$ cat config.mk
export PLATFORM = sky130hd
export DESIGN_NAME = mem_access_stage_flat
export DESIGN_NICKNAME = d
export VERILOG_FILES = /design/src/rtl/mem_access_stage_if.sv /design/src/rtl/mem_access_stage.sv /design/src/flat_wrapper.sv
export SDC_FILE = /design/constraint.sdc
export NUM_CORES = 1
export LEC_CHECK = 0
export CORE_ASPECT_RATIO = 1.1
export CORE_MARGIN = 2
export CORE_UTILIZATION = 41
export CTS_CLUSTER_DIAMETER = 80
export DETAILED_ROUTE_END_ITERATION = 10
export HOLD_SLACK_MARGIN = 0.03
export PLACE_DENSITY = 0.81
export SETUP_SLACK_MARGIN = 0.2
export SLEW_MARGIN = 10
export SYNTH_ARGS = -nofsm -noshare
export SYNTH_HDL_FRONTEND = slang
export SYNTH_SLANG_ARGS = --single-unit
$ cat constraint.sdc
create_clock -name clk -period 2.6 [get_ports clk]
set_input_delay 0.39 -clock clk [delete_from_list [all_inputs] [get_ports clk]]
set_output_delay 0.39 -clock clk [all_outputs]
set_load 0.01 [all_outputs]
$ cat src/rtl/mem_access_stage_if.sv
// Data-memory bus between the MEM-stage load/store unit and the data memory.
// Latency: none, wires only; the master registers everything it drives.
// Backpressure: master holds its request stable until dmem_gnt_i, then waits for dmem_rvalid_i.
//
// Ports (master view):
//   dmem_req_o    request valid          dmem_gnt_i     memory accepts request
//   dmem_we_o     1 = write              dmem_rvalid_i  read data / write ack valid
//   dmem_addr_o   word-aligned address   dmem_rdata_i   read word
//   dmem_wdata_o  lane-replicated data
//   dmem_be_o     byte enables
interface mem_access_stage_if #(
    parameter int DATA_W = 32
);
    logic                  dmem_req_o;
    logic                  dmem_we_o;
    logic [DATA_W-1:0]     dmem_addr_o;
    logic [DATA_W-1:0]     dmem_wdata_o;
    logic [DATA_W/8-1:0]   dmem_be_o;
    logic                  dmem_gnt_i;
    logic                  dmem_rvalid_i;
    logic [DATA_W-1:0]     dmem_rdata_i;

    modport master (
        output dmem_req_o, dmem_we_o, dmem_addr_o, dmem_wdata_o, dmem_be_o,
        input  dmem_gnt_i, dmem_rvalid_i, dmem_rdata_i
    );

    modport slave (
        input  dmem_req_o, dmem_we_o, dmem_addr_o, dmem_wdata_o, dmem_be_o,
        output dmem_gnt_i, dmem_rvalid_i, dmem_rdata_i
    );
endinterface

$ cat src/rtl/mem_access_stage.sv
// MEM-stage load/store unit: EX/MEM controls -> req/gnt/rvalid data-memory transaction, load/store formatting.
// Latency: non-memory ops and misaligned accesses complete in 0 cycles; best-case memory op completes 2 cycles after accept.
// Backpressure: stall_o holds upstream from accept until the completing cycle (rvalid, timeout or flush-before-grant).
//
// Ports:
//   clk, rst          clock; synchronous active-high reset
//   in_valid_i        EX/MEM holds a valid instruction
//   mem_read_i/_write_i, funct3_i, addr_i, store_data_i, reg_write_i   EX/MEM controls and operands
//   flush_i           kill the current instruction
//   stall_o           hold PC .. EX/MEM
//   wb_valid_o, wb_reg_write_o, load_data_o   MEM/WB capture
//   misalign_o, bus_err_o                     exception pulses
//   dmem              data-memory bus (master modport)
module mem_access_stage #(
    parameter int DATA_W  = 32,
    parameter int TIMEOUT = 255
) (
    input  logic                clk,
    input  logic                rst,
    input  logic                in_valid_i,
    input  logic                mem_read_i,
    input  logic                mem_write_i,
    input  logic [2:0]          funct3_i,
    input  logic [DATA_W-1:0]   addr_i,
    input  logic [DATA_W-1:0]   store_data_i,
    input  logic                reg_write_i,
    input  logic                flush_i,
    output logic                stall_o,
    output logic                wb_valid_o,
    output logic                wb_reg_write_o,
    output logic [DATA_W-1:0]   load_data_o,
    output logic                misalign_o,
    output logic                bus_err_o,
    mem_access_stage_if.master  dmem
);

    typedef enum logic [1:0] {S_IDLE, S_REQ, S_RESP} state_t;

    // The counter holds the number of REQ/RESP cycles already spent, so the
    // cycle that would be the TIMEOUT-th one is the one that errors out.
    localparam logic [7:0] TO_LAST = 8'(TIMEOUT - 1);

    state_t                 state_q, state_d;
    logic [7:0]             cnt_q, cnt_d;
    logic                   flushed_q, flushed_d;
    logic                   req_q, req_d;
    logic                   we_q, we_d;
    logic [DATA_W-1:0]      addr_q, addr_d;
    logic [DATA_W-1:0]      wdata_q, wdata_d;
    logic [DATA_W/8-1:0]    be_q, be_d;
    logic [2:0]             f3_q, f3_d;
    logic [1:0]             lane_q, lane_d;

    logic                   mem_op;
    logic                   misaligned;
    logic                   timeout_hit;
    logic [DATA_W/8-1:0]    be_fmt;
    logic [DATA_W-1:0]      wdata_fmt;
    logic [DATA_W-1:0]      rd_shift;
    logic [DATA_W-1:0]      ld_fmt;

    assign mem_op      = in_valid_i & (mem_read_i | mem_write_i);
    assign misaligned  = ((funct3_i[1:0] == 2'b01) & addr_i[0]) |
                         ((funct3_i[1:0] == 2'b10) & (addr_i[1:0] != 2'b00));
    assign timeout_hit = (cnt_q == TO_LAST);

    // Store formatting: replicate the operand into every lane and let the
    // byte enables pick the lane, so memory never has to shift.
    always_comb begin
        be_fmt    = '1;
        wdata_fmt = store_data_i;
        case (funct3_i[1:0])
            2'b00: begin
                be_fmt    = 4'b0001 << addr_i[1:0];
                wdata_fmt = {4{store_data_i[7:0]}};
            end
            2'b01: begin
                be_fmt    = 4'b0011 << {addr_i[1], 1'b0};
                wdata_fmt = {2{store_data_i[15:0]}};
            end
            default: ;
        endcase
    end

    // Load formatting uses the latched lane/size, not the live inputs.
    assign rd_shift = dmem.dmem_rdata_i >> {lane_q, 3'b000};

    always_comb begin
        ld_fmt = dmem.dmem_rdata_i;
        case (f3_q)
            3'b000:  ld_fmt = {{(DATA_W-8){rd_shift[7]}},   rd_shift[7:0]};
            3'b100:  ld_fmt = {{(DATA_W-8){1'b0}},          rd_shift[7:0]};
            3'b001:  ld_fmt = {{(DATA_W-16){rd_shift[15]}}, rd_shift[15:0]};
            3'b101:  ld_fmt = {{(DATA_W-16){1'b0}},         rd_shift[15:0]};
            default: ld_fmt = dmem.dmem_rdata_i;
        endcase
    end

    always_comb begin
        state_d     = state_q;
        cnt_d       = cnt_q;
        flushed_d   = flushed_q;
        req_d       = req_q;
        we_d        = we_q;
        addr_d      = addr_q;
        wdata_d     = wdata_q;
        be_d        = be_q;
        f3_d        = f3_q;
        lane_d      = lane_q;
        stall_o     = 1'b0;
        wb_valid_o  = 1'b0;
        load_data_o = '0;
        misalign_o  = 1'b0;
        bus_err_o   = 1'b0;

        case (state_q)
            S_IDLE: begin
                if (!mem_op) begin
                    wb_valid_o = in_valid_i & ~flush_i;
                end else if (misaligned) begin
                    misalign_o = 1'b1;
                    wb_valid_o = 1'b1;
                end else if (!flush_i) begin
                    stall_o   = 1'b1;
                    state_d   = S_REQ;
                    cnt_d     = '0;
                    flushed_d = 1'b0;
                    req_d     = 1'b1;
                    we_d      = mem_write_i;
                    addr_d    = {addr_i[DATA_W-1:2], 2'b00};
                    wdata_d   = wdata_fmt;
                    be_d      = be_fmt;
                    f3_d      = funct3_i;
                    lane_d    = addr_i[1:0];
                end
                // An aligned memory op flushed while still in IDLE simply dies.
            end
            S_REQ: begin
                cnt_d = cnt_q + 8'd1;
                // Nothing has reached memory yet, so a flush can abort cleanly.
                if (flush_i) begin
                    state_d = S_IDLE;
                    req_d   = 1'b0;
                end else if (timeout_hit) begin
                    bus_err_o  = 1'b1;
                    wb_valid_o = 1'b1;
                    state_d    = S_IDLE;
                    req_d      = 1'b0;
                end else if (dmem.dmem_gnt_i) begin
                    stall_o = 1'b1;
                    state_d = S_RESP;
                    req_d   = 1'b0;
                end else begin
                    stall_o = 1'b1;
                end
            end
            S_RESP: begin
                cnt_d = cnt_q + 8'd1;
                // The access is committed in memory; a flush only suppresses write-back.
                if (dmem.dmem_rvalid_i) begin
                    wb_valid_o  = ~(flushed_q | flush_i);
                    load_data_o = we_q ? '0 : ld_fmt;
                    state_d     = S_IDLE;
                end else if (timeout_hit) begin
                    bus_err_o  = 1'b1;
                    wb_valid_o = 1'b1;
                    state_d    = S_IDLE;
                end else begin
                    stall_o = 1'b1;
                    if (flush_i) begin
                        flushed_d = 1'b1;
                    end
                end
            end
            default: state_d = S_IDLE;
        endcase

        wb_reg_write_o = reg_write_i & wb_valid_o & ~misalign_o & ~bus_err_o;

        if (rst) begin
            stall_o        = 1'b0;
            wb_valid_o     = 1'b0;
            wb_reg_write_o = 1'b0;
            load_data_o    = '0;
            misalign_o     = 1'b0;
            bus_err_o      = 1'b0;
        end
    end

    always_ff @(posedge clk) begin
        if (rst) begin
            state_q   <= S_IDLE;
            cnt_q     <= '0;
            flushed_q <= 1'b0;
            req_q     <= 1'b0;
            we_q      <= 1'b0;
            addr_q    <= '0;
            wdata_q   <= '0;
            be_q      <= '0;
            f3_q      <= '0;
            lane_q    <= '0;
        end else begin
            state_q   <= state_d;
            cnt_q     <= cnt_d;
            flushed_q <= flushed_d;
            req_q     <= req_d;
            we_q      <= we_d;
            addr_q    <= addr_d;
            wdata_q   <= wdata_d;
            be_q      <= be_d;
            f3_q      <= f3_d;
            lane_q    <= lane_d;
        end
    end

    assign dmem.dmem_req_o   = req_q;
    assign dmem.dmem_we_o    = we_q;
    assign dmem.dmem_addr_o  = addr_q;
    assign dmem.dmem_wdata_o = wdata_q;
    assign dmem.dmem_be_o    = be_q;

endmodule

$ cat src/flat_wrapper.sv
// flat-port wrapper written by rule: the top's interface ports become plain ports
module mem_access_stage_flat 
#(
    parameter int DATA_W  = 32,
    parameter int TIMEOUT = 255
)
  (clk, rst, in_valid_i, mem_read_i, mem_write_i, funct3_i, addr_i, store_data_i, reg_write_i, flush_i, stall_o, wb_valid_o, wb_reg_write_o, load_data_o, misalign_o, bus_err_o, dmem_dmem_req_o, dmem_dmem_we_o, dmem_dmem_addr_o, dmem_dmem_wdata_o, dmem_dmem_be_o, dmem_dmem_gnt_i, dmem_dmem_rvalid_i, dmem_dmem_rdata_i);
  mem_access_stage_if #(.DATA_W(DATA_W)) dmem_i ();
  input  logic clk;
  input  logic rst;
  input  logic in_valid_i;
  input  logic mem_read_i;
  input  logic mem_write_i;
  input  logic [2:0] funct3_i;
  input  logic [DATA_W-1:0] addr_i;
  input  logic [DATA_W-1:0] store_data_i;
  input  logic reg_write_i;
  input  logic flush_i;
  output logic stall_o;
  output logic wb_valid_o;
  output logic wb_reg_write_o;
  output logic [DATA_W-1:0] load_data_o;
  output logic misalign_o;
  output logic bus_err_o;
  output wire logic [$bits(dmem_i.dmem_req_o)-1:0] dmem_dmem_req_o;
  output wire logic [$bits(dmem_i.dmem_we_o)-1:0] dmem_dmem_we_o;
  output wire logic [$bits(dmem_i.dmem_addr_o)-1:0] dmem_dmem_addr_o;
  output wire logic [$bits(dmem_i.dmem_wdata_o)-1:0] dmem_dmem_wdata_o;
  output wire logic [$bits(dmem_i.dmem_be_o)-1:0] dmem_dmem_be_o;
  input wire logic [$bits(dmem_i.dmem_gnt_i)-1:0] dmem_dmem_gnt_i;
  input wire logic [$bits(dmem_i.dmem_rvalid_i)-1:0] dmem_dmem_rvalid_i;
  input wire logic [$bits(dmem_i.dmem_rdata_i)-1:0] dmem_dmem_rdata_i;
  assign dmem_dmem_req_o = dmem_i.dmem_req_o;
  assign dmem_dmem_we_o = dmem_i.dmem_we_o;
  assign dmem_dmem_addr_o = dmem_i.dmem_addr_o;
  assign dmem_dmem_wdata_o = dmem_i.dmem_wdata_o;
  assign dmem_dmem_be_o = dmem_i.dmem_be_o;
  assign dmem_i.dmem_gnt_i = dmem_dmem_gnt_i;
  assign dmem_i.dmem_rvalid_i = dmem_dmem_rvalid_i;
  assign dmem_i.dmem_rdata_i = dmem_dmem_rdata_i;
  mem_access_stage #(.DATA_W(DATA_W), .TIMEOUT(TIMEOUT)) u_core (.clk(clk), .rst(rst), .in_valid_i(in_valid_i), .mem_read_i(mem_read_i), .mem_write_i(mem_write_i), .funct3_i(funct3_i), .addr_i(addr_i), .store_data_i(store_data_i), .reg_write_i(reg_write_i), .flush_i(flush_i), .stall_o(stall_o), .wb_valid_o(wb_valid_o), .wb_reg_write_o(wb_reg_write_o), .load_data_o(load_data_o), .misalign_o(misalign_o), .bus_err_o(bus_err_o), .dmem(dmem_i));
endmodule
==> reports/metrics.cfg <==
[global_routing]
grt_pass1_wl_um = 24200
grt_antenna_before_repair = 0
grt_start_max_net_pins = 57
grt_pass1_vias = 5014
gr-total-overflow = 0
grtUsageTotal_pct = 26.7

[clock_network]
cts_root_buf = clkbuf_16
numCtsBuffers = 9
clockBufferDepth = 2
clk_latency_ns = 0.34
clock-sinks = 84
cts.clk_slew.worst_paths_ns = 0.06
h-tree-depth = 3
cts_tree = yes

[pwr]
power.switching_w = 0.00105
p_seq_share_pct = 38.3
vdd_drop_max_mv = 0.394
p_leak_nw = 2.93
p_int_w = 0.00266
pwr-share-clk_pct = 34.7
comb_power_share_pct = 26.9
swShare_pct = 28.3
power_density_nw_per_um2 = 506

[status]
outcome = finished, violations left
violations = negative setup slack

[synth]
avgSynthCellArea_um2 = 7.63
ys_seq_area_share_pct = 38.5
ys_seq_elements = 84
synth_edf_count = 0
yosys_warnings = 0
synth_cell_types = 48
syn-cell-area_um2 = 4360
synthFlopType = dfxtp_1
synthArstFlopShare_pct = 0
synthCells = 572

[drt]
initialDrtViolationCount = 269
vias = 5130
drcViolationCount = 0
drt-vias-per-instance = 5.38
routed_wl_um = 16100
routedWlPerCell_um = 16.9
ant_nets = 0
first_pass_iters = 4

[placed_design]
pre_cts_ws_ns = -0.463
placed_area_um2 = 6830
gp_congestion = 0.969
placed_cells = 923
dp_hpwl_um = 11600
io_buffers = 212

[cells_and_area]
final_core_util_pct = 70.5
stdcell_count = 954
drive_gt1_share_pct = 17.8
diodes = 0
nFillCells = 846
final_area_um2 = 7320
syn_to_final_growth_pct = 67.8
fin_nets = 920

[critical_path]
crit_arrival_ns = 2.28
cp.required_ns = 2.21
setup.worst_path.start_class = register
path_cells = mux2i_4, mux2i_2, nand2b_1, a2111oi_4, buf_4, buf_6, buf_12, a21o_1, buf_2
slowest_delay_ns = 0.39
cp_slowest_cell = a2111oi_4
cp_max_fo = 8
path_class = register to primary output
crit_buf_inv = 4
critPathTopFamily = buffers and inverters
end_kind = primary output

[timing]
finalCritPeriodShare_pct = 103
skew_ns = 0.00515
finalMaxSlewViolations = 0
rsz0062_at_grt = yes
tightest_slew_ns = 0.595
whs_ns = 0.452
timing.final.ws_setup_ns = -0.0730
fin_crit_ns = 2.67
setup_viol = 14
slew_headroom_pct = 60.3
fmax_ghz = 0.374
hold_violations = 0

[floorplanning]
io_pins = 215
core_um2 = 10400
die_x_um = 102
dieArea_um2 = 11500
row_count = 39
start_util_pct = 42.0
die_h_um = 112

[run]
drv_cap = 0

[worst_hold_path]
hold_path.class = register to register

[synth_stat cells, types with 2 or more instances]
master / n / area (µm²)
a211oi_1: 11 / 82.6
a21o_1: 19 / 143
a21oi_1: 74 / 370
a221oi_1: 8 / 70.1
a311oi_1: 11 / 96.3
and4_1: 2 / 17.5
buf_1: 3 / 11.3
buf_2: 12 / 60.1
buf_4: 2 / 15.0
clkbuf_1: 28 / 105
dfxtp_1: 84 / 1680
ha_1: 6 / 75.1
inv_1: 14 / 52.6
mux2i_1: 28 / 280
nand2_1: 138 / 518
nand2b_1: 6 / 37.5
nand3_1: 3 / 15.0
nand4_1: 2 / 12.5
nor2_1: 43 / 161
nor2b_1: 3 / 18.8
nor3_1: 5 / 25.0
nor4_1: 4 / 25.0
o211ai_1: 9 / 67.6
o21a_1: 2 / 15.0
o21ai_0: 21 / 105
o221a_2: 7 / 78.8
or3_1: 4 / 25.0
or4_1: 2 / 15.0
xor2_1: 2 / 17.5
[routing by layer]
| metal | track usage [%] | vias to the layer above | wire [µm] |
|---|---|---|---|
| met5 | 0 | - | 0 |
| met3 | 6.23 | 34 | 1150 |
| li1 | - | 2480 | - |
| met4 | 11.8 | 0 | 440 |
| met2 | 47.6 | 200 | 8350 |
| met1 | 29.7 | 2416 | 6190 |
[final cells by class]
type | instances | area [µm²] | share of cell area, %
multi-input combinational | 428 | 2590 | 35.3
clock inverter | 5 | 61.3 | 0.837
inverter | 15 | 56.3 | 0.769
clock buffer | 11 | 243 | 3.31
tap | 143 | 179 | 2.44
sequential | 84 | 1690 | 23.1
timing repair buffer | 268 | 2510 | 34.2
[flip-flops by register name, indices dropped and copies added, names as in the netlist]
name,cells
u_core.f3_q,3
u_core.dmem.dmem_be_o,4
u_core.cnt_q,8
u_core.state_q,2
u_core.dmem.dmem_we_o,1
u_core.dmem.dmem_addr_o,30
u_core.lane_q,2
u_core.dmem.dmem_req_o,1
u_core.flushed_q,1
u_core.dmem.dmem_wdata_o,32
[cells by family (layout without fill, tap and decap cells)]
kind of cell / count (synthesis) / count (layout) / share of synthesized area [%]
simple gates: 220 / 220 / 21.4
compound gates: 169 / 169 / 25.3
flops: 84 / 84 / 38.5
buf+inv: 61 / 299 / 5.93
mux: 28 / 28 / 6.42
fa+ha+maj: 6 / 6 / 1.72
xor+xnor: 3 / 3 / 0.602
other cells: 1 / 2 / 0.0859
[worst reg2reg max path, stage by stage (launching register included)]
cell and delay [ns]:
dfxtp_1 0.34, buf_4 0.13, inv_1 0.06, ha_1 0.36, nor3_1 0.07, or2_2 0.29
a21o_1 0.23, or4_1 0.49, nand2_1 0.08
[final timing paths]
check	from	to	slack [ns]	cells after the start
worst min-delay path	u_core.dmem.dmem_addr_o[28]	u_core.dmem.dmem_addr_o[28]	0.45	2
worst max-delay path	u_core.lane_q[1]	load_data_o[24]	-0.07	9
worst min register to register	u_core.dmem.dmem_addr_o[28]	u_core.dmem.dmem_addr_o[28]	0.45	2
worst max register to register	u_core.state_q[1]	u_core.cnt_q[7]	0.50	8
[power groups by stage]
stage	registers (W)	clock network, W	logic [W]
after floorplan	0.00147	0	0.000398
after global placement	0.00144	0	0.000919
after detailed placement	0.00145	0	0.000941
after CTS	0.00142	0.00132	0.000951
after global routing	0.00143	0.00137	0.00108
final	0.00142	0.00129	0.000998
[placed cells by master, fill, tap and decap left out, drive strengths merged, types with 14 or more instances in the layout]
cell type	count
inv	14
clkdlybuf4s50	167
o21ai	21
nand2	138
a21o	19
buf	85
dfxtp	84
mux2i	28
nor2	43
a21oi	74
[stage by stage]
stage / TNS, ns / power (W)
global placement: -8.05 / 0.00236
CTS: -0.512 / 0.00369
finish: -0.736 / 0.00371
global route: -2.23 / 0.00387
floorplan: 0 / 0.00187
detailed placement: -9.32 / 0.00239
[repair_timing]
action	in CTS	in global routing
gates cloned	1	0
pin swaps	2	5
hold buffers	0	0
buffers inserted	7	7
resized for setup	135	58
endpoints found under the setup margin	37	32
Power figures use the tool's default switching activity.
